$ cat src/rtl/ni_pkg.sv
// ni_pkg: flit format, FSM state and field-width helpers shared by the NI injector.
`ifndef FLIT_DATA_WIDTH
`define FLIT_DATA_WIDTH 32
`endif
package ni_pkg;
  typedef enum logic [1:0] {HEAD = 2'b00, BODY = 2'b01, TAIL = 2'b10, HEADTAIL = 2'b11} flit_type_t;
  typedef enum logic [1:0] {ST_IDLE, ST_VCSEL, ST_HEAD, ST_BODY} state_t;
  localparam int FLIT_W = `FLIT_DATA_WIDTH;
  localparam int TYPE_LSB = FLIT_W - 2;
  function automatic int payload_w(int vc_bits);
    return TYPE_LSB - vc_bits;
  endfunction
endpackage

$ cat src/rtl/ni_credit_counter.sv
// ni_credit_counter: credit count for one router VC, saturating at BUF_DEPTH with a sticky overflow flag.
module ni_credit_counter #(
  parameter int BUF_DEPTH = 4,
  localparam int CW = $clog2(BUF_DEPTH + 1)
) (
  input  logic          clk,
  input  logic          reset,
  input  logic          dec,
  input  logic          inc,
  output logic [CW-1:0] count,
  output logic          err
);
  always_ff @(posedge clk or negedge reset) begin
    if (!reset) begin
      count <= CW'(BUF_DEPTH);
      err   <= 1'b0;
    end else if (inc && !dec) begin
      if (count == CW'(BUF_DEPTH)) err <= 1'b1;
      else count <= count + 1'b1;
    end else if (dec && !inc) begin
      count <= count - 1'b1;
    end
  end
endmodule

$ cat src/rtl/ni_flit_injector.sv
// ni_flit_injector: segments core packets into flits and injects them into the router local port.
module ni_flit_injector
  import ni_pkg::*;
#(
  parameter int NUM_VC = 4,
  parameter int VC_BITS = $clog2(NUM_VC),
  parameter int BUF_DEPTH = 4,
  parameter int MAX_LEN = 8,
  parameter int LEN_BITS = $clog2(MAX_LEN + 1),
  parameter int DST_BITS = 4,
  localparam int PAYLOAD_W = payload_w(VC_BITS),
  localparam int CW = $clog2(BUF_DEPTH + 1)
) (
  input  logic                 clk,
  input  logic                 reset,
  input  logic                 pkt_valid,
  output logic                 pkt_ready,
  input  logic [DST_BITS-1:0]  pkt_dst,
  input  logic [LEN_BITS-1:0]  pkt_len,
  input  logic                 data_valid,
  output logic                 data_ready,
  input  logic [PAYLOAD_W-1:0] data_in,
  input  logic [NUM_VC-1:0]    credit_increment,
  output logic [FLIT_W-1:0]    out_data,
  output logic                 out_valid,
  output logic                 busy,
  output logic                 credit_err
);
  state_t state, state_nx;
  flit_type_t ftype;
  logic [DST_BITS-1:0] dst;
  logic [LEN_BITS-1:0] remaining, len_eff;
  logic [VC_BITS-1:0] cur_vc, rr_ptr, sel_vc;
  logic [CW-1:0] credit [NUM_VC];
  logic [NUM_VC-1:0] err;
  logic found, emit, credit_ok, last;
  assign pkt_ready = reset && state == ST_IDLE;
  assign busy = state != ST_IDLE;
  assign credit_err = |err;
  assign credit_ok = credit[cur_vc] != '0;
  assign last = remaining == LEN_BITS'(1);
  assign len_eff = pkt_len == '0 ? LEN_BITS'(1) :
                   pkt_len > LEN_BITS'(MAX_LEN) ? LEN_BITS'(MAX_LEN) : pkt_len;
  // descending scan so the VC nearest the pointer wins
  always_comb begin
    found = 1'b0;
    sel_vc = '0;
    for (int i = NUM_VC - 1; i >= 0; i--)
      if (credit[VC_BITS'((int'(rr_ptr) + i) % NUM_VC)] != '0) begin
        found = 1'b1;
        sel_vc = VC_BITS'((int'(rr_ptr) + i) % NUM_VC);
      end
  end
  always_comb begin
    state_nx = state;
    emit = 1'b0;
    data_ready = 1'b0;
    ftype = HEAD;
    case (state)
      ST_IDLE: state_nx = pkt_valid && pkt_ready ? ST_VCSEL : ST_IDLE;
      ST_VCSEL: state_nx = found ? ST_HEAD : ST_VCSEL;
      ST_HEAD: begin
        emit = credit_ok;
        ftype = last ? HEADTAIL : HEAD;
        state_nx = !credit_ok ? ST_HEAD : last ? ST_IDLE : ST_BODY;
      end
      ST_BODY: begin
        emit = credit_ok && data_valid;
        data_ready = emit;
        ftype = last ? TAIL : BODY;
        state_nx = emit && last ? ST_IDLE : ST_BODY;
      end
      default: state_nx = ST_IDLE;
    endcase
  end
  always_ff @(posedge clk or negedge reset) begin
    if (!reset) begin
      state <= ST_IDLE;
      dst <= '0;
      remaining <= '0;
      cur_vc <= '0;
      rr_ptr <= '0;
      out_valid <= 1'b0;
      out_data <= '0;
    end else begin
      state <= state_nx;
      out_valid <= emit;
      if (emit) out_data <= {ftype, cur_vc, state == ST_HEAD ? PAYLOAD_W'(dst) : data_in};
      if (state == ST_IDLE && pkt_valid) begin
        dst <= pkt_dst;
        remaining <= len_eff;
      end
      if (state == ST_VCSEL && found) begin
        cur_vc <= sel_vc;
        rr_ptr <= sel_vc == VC_BITS'(NUM_VC - 1) ? '0 : sel_vc + 1'b1;
      end
      if (emit) remaining <= remaining - 1'b1;
    end
  end
  for (genvar g = 0; g < NUM_VC; g++) begin : g_cc
    ni_credit_counter #(.BUF_DEPTH(BUF_DEPTH)) u_cc (
      .clk(clk),
      .reset(reset),
      .dec(emit && cur_vc == VC_BITS'(g)),
      .inc(credit_increment[g]),
      .count(credit[g]),
      .err(err[g])
    );
  end
endmodule

$ cat config.mk
export PLATFORM = sky130hd
export DESIGN_NAME = ni_flit_injector
export DESIGN_NICKNAME = d
export VERILOG_FILES = /design/src/rtl/ni_pkg.sv /design/src/rtl/ni_credit_counter.sv /design/src/rtl/ni_flit_injector.sv
export SDC_FILE = /design/constraint.sdc
export NUM_CORES = 1
export LEC_CHECK = 0
export BUFFER_PORTS_ARGS = -buffer_cell sky130_fd_sc_hd__buf_2
export CELL_PAD_IN_SITES_DETAIL_PLACEMENT = 1
export CELL_PAD_IN_SITES_GLOBAL_PLACEMENT = 2
export CORE_ASPECT_RATIO = 1.1
export CORE_MARGIN = 10
export CORE_UTILIZATION = 29
export CTS_CLUSTER_SIZE = 14
export DETAILED_ROUTE_END_ITERATION = 10
export PLACE_DENSITY_LB_ADDON = 0.08
export SETUP_SLACK_MARGIN = 0.15
export SYNTH_ARGS = -nofsm -noshare
export SYNTH_HDL_FRONTEND = slang
export SYNTH_SLANG_ARGS = --single-unit
$ cat constraint.sdc
create_clock -name clk -period 2.7 [get_ports clk]
set_clock_uncertainty 0.05 [all_clocks]
set_input_delay 0.135 -clock clk [delete_from_list [all_inputs] [get_ports clk]]
set_output_delay 0.135 -clock clk [all_outputs]
set_load 0.02 [all_outputs]
==> impl_metrics.tcl <==
set metrics [dict create \
    synth_flop_cell "dfrtp_1" \
    dpl.hpwl_mm 7.223 \
    path_buf_inv 0 \
    p_comb_share_pct 51.7 \
    syn-cell-area_um2 3259 \
    drt-total-wl_mm 10.19 \
    final_cells 629 \
    fin_crit_sh_pct 97.85 \
    synth-seq-cells 63 \
    antenna_found_initial 0 \
    hp-class "input pin to flop" \
    clkLatencyLatePin_ns 0.33 \
    max-slew-margin-rel_pct 54.06 \
    synthesis.nets 395 \
    n_antenna_cell 0 \
    grt_max_degree 53 \
    synth_warnings 0 \
    synth_edf_count 0 \
    slowest_delay_ns 0.56 \
    drive_above_1_share_pct 36.51 \
    cts-buffers-inserted 9 \
    drv_cap 0 \
    grt_pass1_vias 3293 \
    fmax_ghz 0.3785 \
    p_total_w 0.005919 \
    cp_top_family "simple AND/OR/NAND/NOR gates" \
    worst_pin_slew_ns 0.6891 \
    drcViolationCount 0 \
    cp_common_cell "nand2_2" \
    switching_power_w 0.002387 \
    cts-root-buf "clkbuf_16" \
    syn_inst 345 \
    rr_endpoint "g_cc[1].u_cc.count[2]" \
    worst_ep_arrival_time_ns 2.86 \
    finalWorstSetupSlack_ns 0.05806 \
    synth-seq-area-share_pct 48.52 \
    reg2reg_depth 8 \
    slowest_stage "mux4_2" \
    crit_type "flop to flop" \
    gp_congestion 0.8136 \
    cp_cell_sequence "or3_4 -> mux4_2 -> nand2_2 -> nand2_2 -> fa_2 -> or4_4 -> a21oi_2 -> a31o_2" \
    core_area_um2 10960 \
    die_x_um 121.1 \
    power.density_nw_per_um2 1249 \
    leakage_nw 2.269 \
    max-vdd-ir-drop_v 0.0005286 \
    grt_pass1_wl_mm 17.15 \
    rrSetupSlack_ns 0.06 \
    setup_viol 0 \
    clkPwrFrac_pct 20.0 \
    mostFrequentLayoutCells "buf_2, dfrtp_1, inv_1" \
    ys_types 49 \
    reg2reg_from "g_cc[0].u_cc.count[1]" \
    sequentialPowerShare_pct 28.3 \
    pre_cts_slack_ns -0.04359 \
    start_util_pct 29.74 \
    grt_use_total_pct 13.29 \
    startpoint "g_cc[0].u_cc.count[1]" \
    drt_pre_antenna_iters 4 \
    utilization_pct 43.23 \
    cts_sinks 63 \
    clk_pin_slew_ns 0.05 \
    rows 40 \
    critPathMaxFanout 5 \
    netSwitchingFraction_pct 40.32 \
    syn2layout_area_growth_pct 45.37 \
    antenna_left 0 \
    status "completed" \
    required_ns 2.92 \
    post_drt_wl_per_cell_um 16.19 \
    grt_overflow_total 0 \
    nets 527 \
    worstSetupStartpointType "flop" \
    drtIter0Drc 100 \
    pin_count 81 \
    synth_area_per_cell_um2 9.447 \
    die_h_um 131.2 \
    tritoncts "yes" \
    path_depth 8 \
    die_area_um2 15880 \
    endpoint "g_cc[1].u_cc.count[2]" \
    cts_max_level 3 \
    layout_commonest_cell "buf_2" \
    p_int_w 0.003533 \
    dp.cells 584 \
    period_minus_slack_ns 2.642 \
    hold_violations 0 \
    vias 3044 \
    cp-end-kind "flop" \
    routed_via_density 4.839 \
    clockBufferDepth 2 \
    port_buffers 80 \
    async_reset_ff_share_pct 100.0 \
    rsz0062_at_grt "true" \
    drv_slew 0 \
]
-- Yosys cell counts (all sizes together) (2+ instances only) --
master / number / share of area (%)
nand3b: 2 / 0.46
nor4: 2 / 0.38
buf: 7 / 1.2
a31o: 2 / 0.54
nand2: 15 / 1.7
or3: 5 / 0.96
mux2: 6 / 2.1
nand4b: 2 / 0.54
a41o: 2 / 0.61
o22ai: 6 / 1.2
nor2b: 3 / 0.58
clkbuf: 12 / 1.4
o31a: 2 / 0.54
o21a: 3 / 0.69
o21ai: 39 / 6.0
nor3: 8 / 1.2
nand2b: 4 / 0.77
xnor2: 2 / 0.54
inv: 43 / 5.0
nor2: 14 / 1.6
nand4: 3 / 0.58
o211ai: 2 / 0.46
mux4: 2 / 1.4
fa: 4 / 2.5
and3: 2 / 0.38
a211oi: 2 / 0.46
a21oi: 22 / 3.4
nand3: 29 / 4.5
mux2i: 13 / 4.0
a31oi: 4 / 0.77
or4: 2 / 0.46
dfrtp: 59 / 45
o21bai: 2 / 0.46
dfstp: 4 / 3.2
o41ai: 2 / 0.54
ha: 2 / 0.77
nor3b: 4 / 0.92
-- routing by layer --
metal  track usage [%]  vias up  share of wire (%)
li1                  -     1476                  -
met1             16.09     1489                 44
met2             20.90       64                 48
met3             4.499       15                5.9
met4             5.570        0                1.8
met5                 0        -                  0
-- sequential cells by signal, indices dropped and copies added (netlist names) --
signal and cells:
out_data 32, rr_ptr 2, dst 4, remaining 4, state 2, g_cc.u_cc.err 4
out_valid 1, cur_vc 2, g_cc.u_cc.count 12
-- power by group through the flow --
stage | sequential, W | combinational [W] | clock, W
after global routing | 0.00174 | 0.00342 | 0.00126
after CTS | 0.00167 | 0.00300 | 0.00122
after detailed placement | 0.00168 | 0.00272 | 0
after global placement | 0.00166 | 0.00269 | 0
after floorplan | 0.00197 | 0.00139 | 0
final | 0.00168 | 0.00306 | 0.00118
-- repair_timing --
action | CTS | global route
pin swaps | 6 | 5
hold endpoints to repair | 28 | 0
resized for setup | 6 | 20
setup endpoints to repair | 4 | 30
hold buffers | 18 | 0
buffers inserted | 5 | 4
gates cloned | 2 | 0
-- cells by family after synthesis --
group / count (synthesis) / synth area share [%]
AOI/OAI and AO/OA: 94 / 17.24
xor gates and xnor gates: 3 / 0.8063
and+or+nand+nor: 96 / 15.24
muxes: 21 / 7.447
buffers and inverters: 62 / 7.524
DFF: 63 / 48.52
adders and majority gates: 6 / 3.225
-- worst register-to-register path: stages, from the launching register on --
cell and delay [ns]:
dfrtp_1 0.38, or3_4 0.39, mux4_2 0.56, nand2_2 0.11, nand2_2 0.06, fa_2 0.34, or4_4 0.43, a21oi_2 0.14
a31o_2 0.11
-- final cells by class --
cell class / count / area, um2
clock buffer: 13 / 270.3
clock inverter: 3 / 40.04
fill: 1286 / 6222
inverter: 43 / 161.4
multi-input combinational: 220 / 1543
sequential: 63 / 1583
tap: 147 / 183.9
timing repair buffer: 140 / 957.2
-- worst min path at each step --
stage | to | from | slack, ns | cells after the start
after floorplan | cur_vc[0] | reset | -0.21 | 0
after global placement | g_cc[3].u_cc.err | reset | -0.001 | 1
after detailed placement | g_cc[3].u_cc.err | reset | 0.005 | 1
after CTS | out_data[11] | data_in[11] | 0.0002 | 3
after global routing | out_data[17] | data_in[17] | 0.007 | 3
final | out_data[5] | data_in[5] | 0.005 | 3
-- through the flow --
step / hold slack, ns / setup TNS (ns) / area [um2]
4_1_cts: 0.0001616 / 0 / 4639
3_5_place_dp: 0.005180 / -0.05303 / 4024
2_1_floorplan: -0.2106 / -0.05562 / 3278
5_1_grt: 0.007179 / -0.001963 / 4738
3_3_place_gp: -0.001067 / 0 / 4024
6_report: 0.005219 / 0 / 4738
Power figures use the tool's default switching activity.
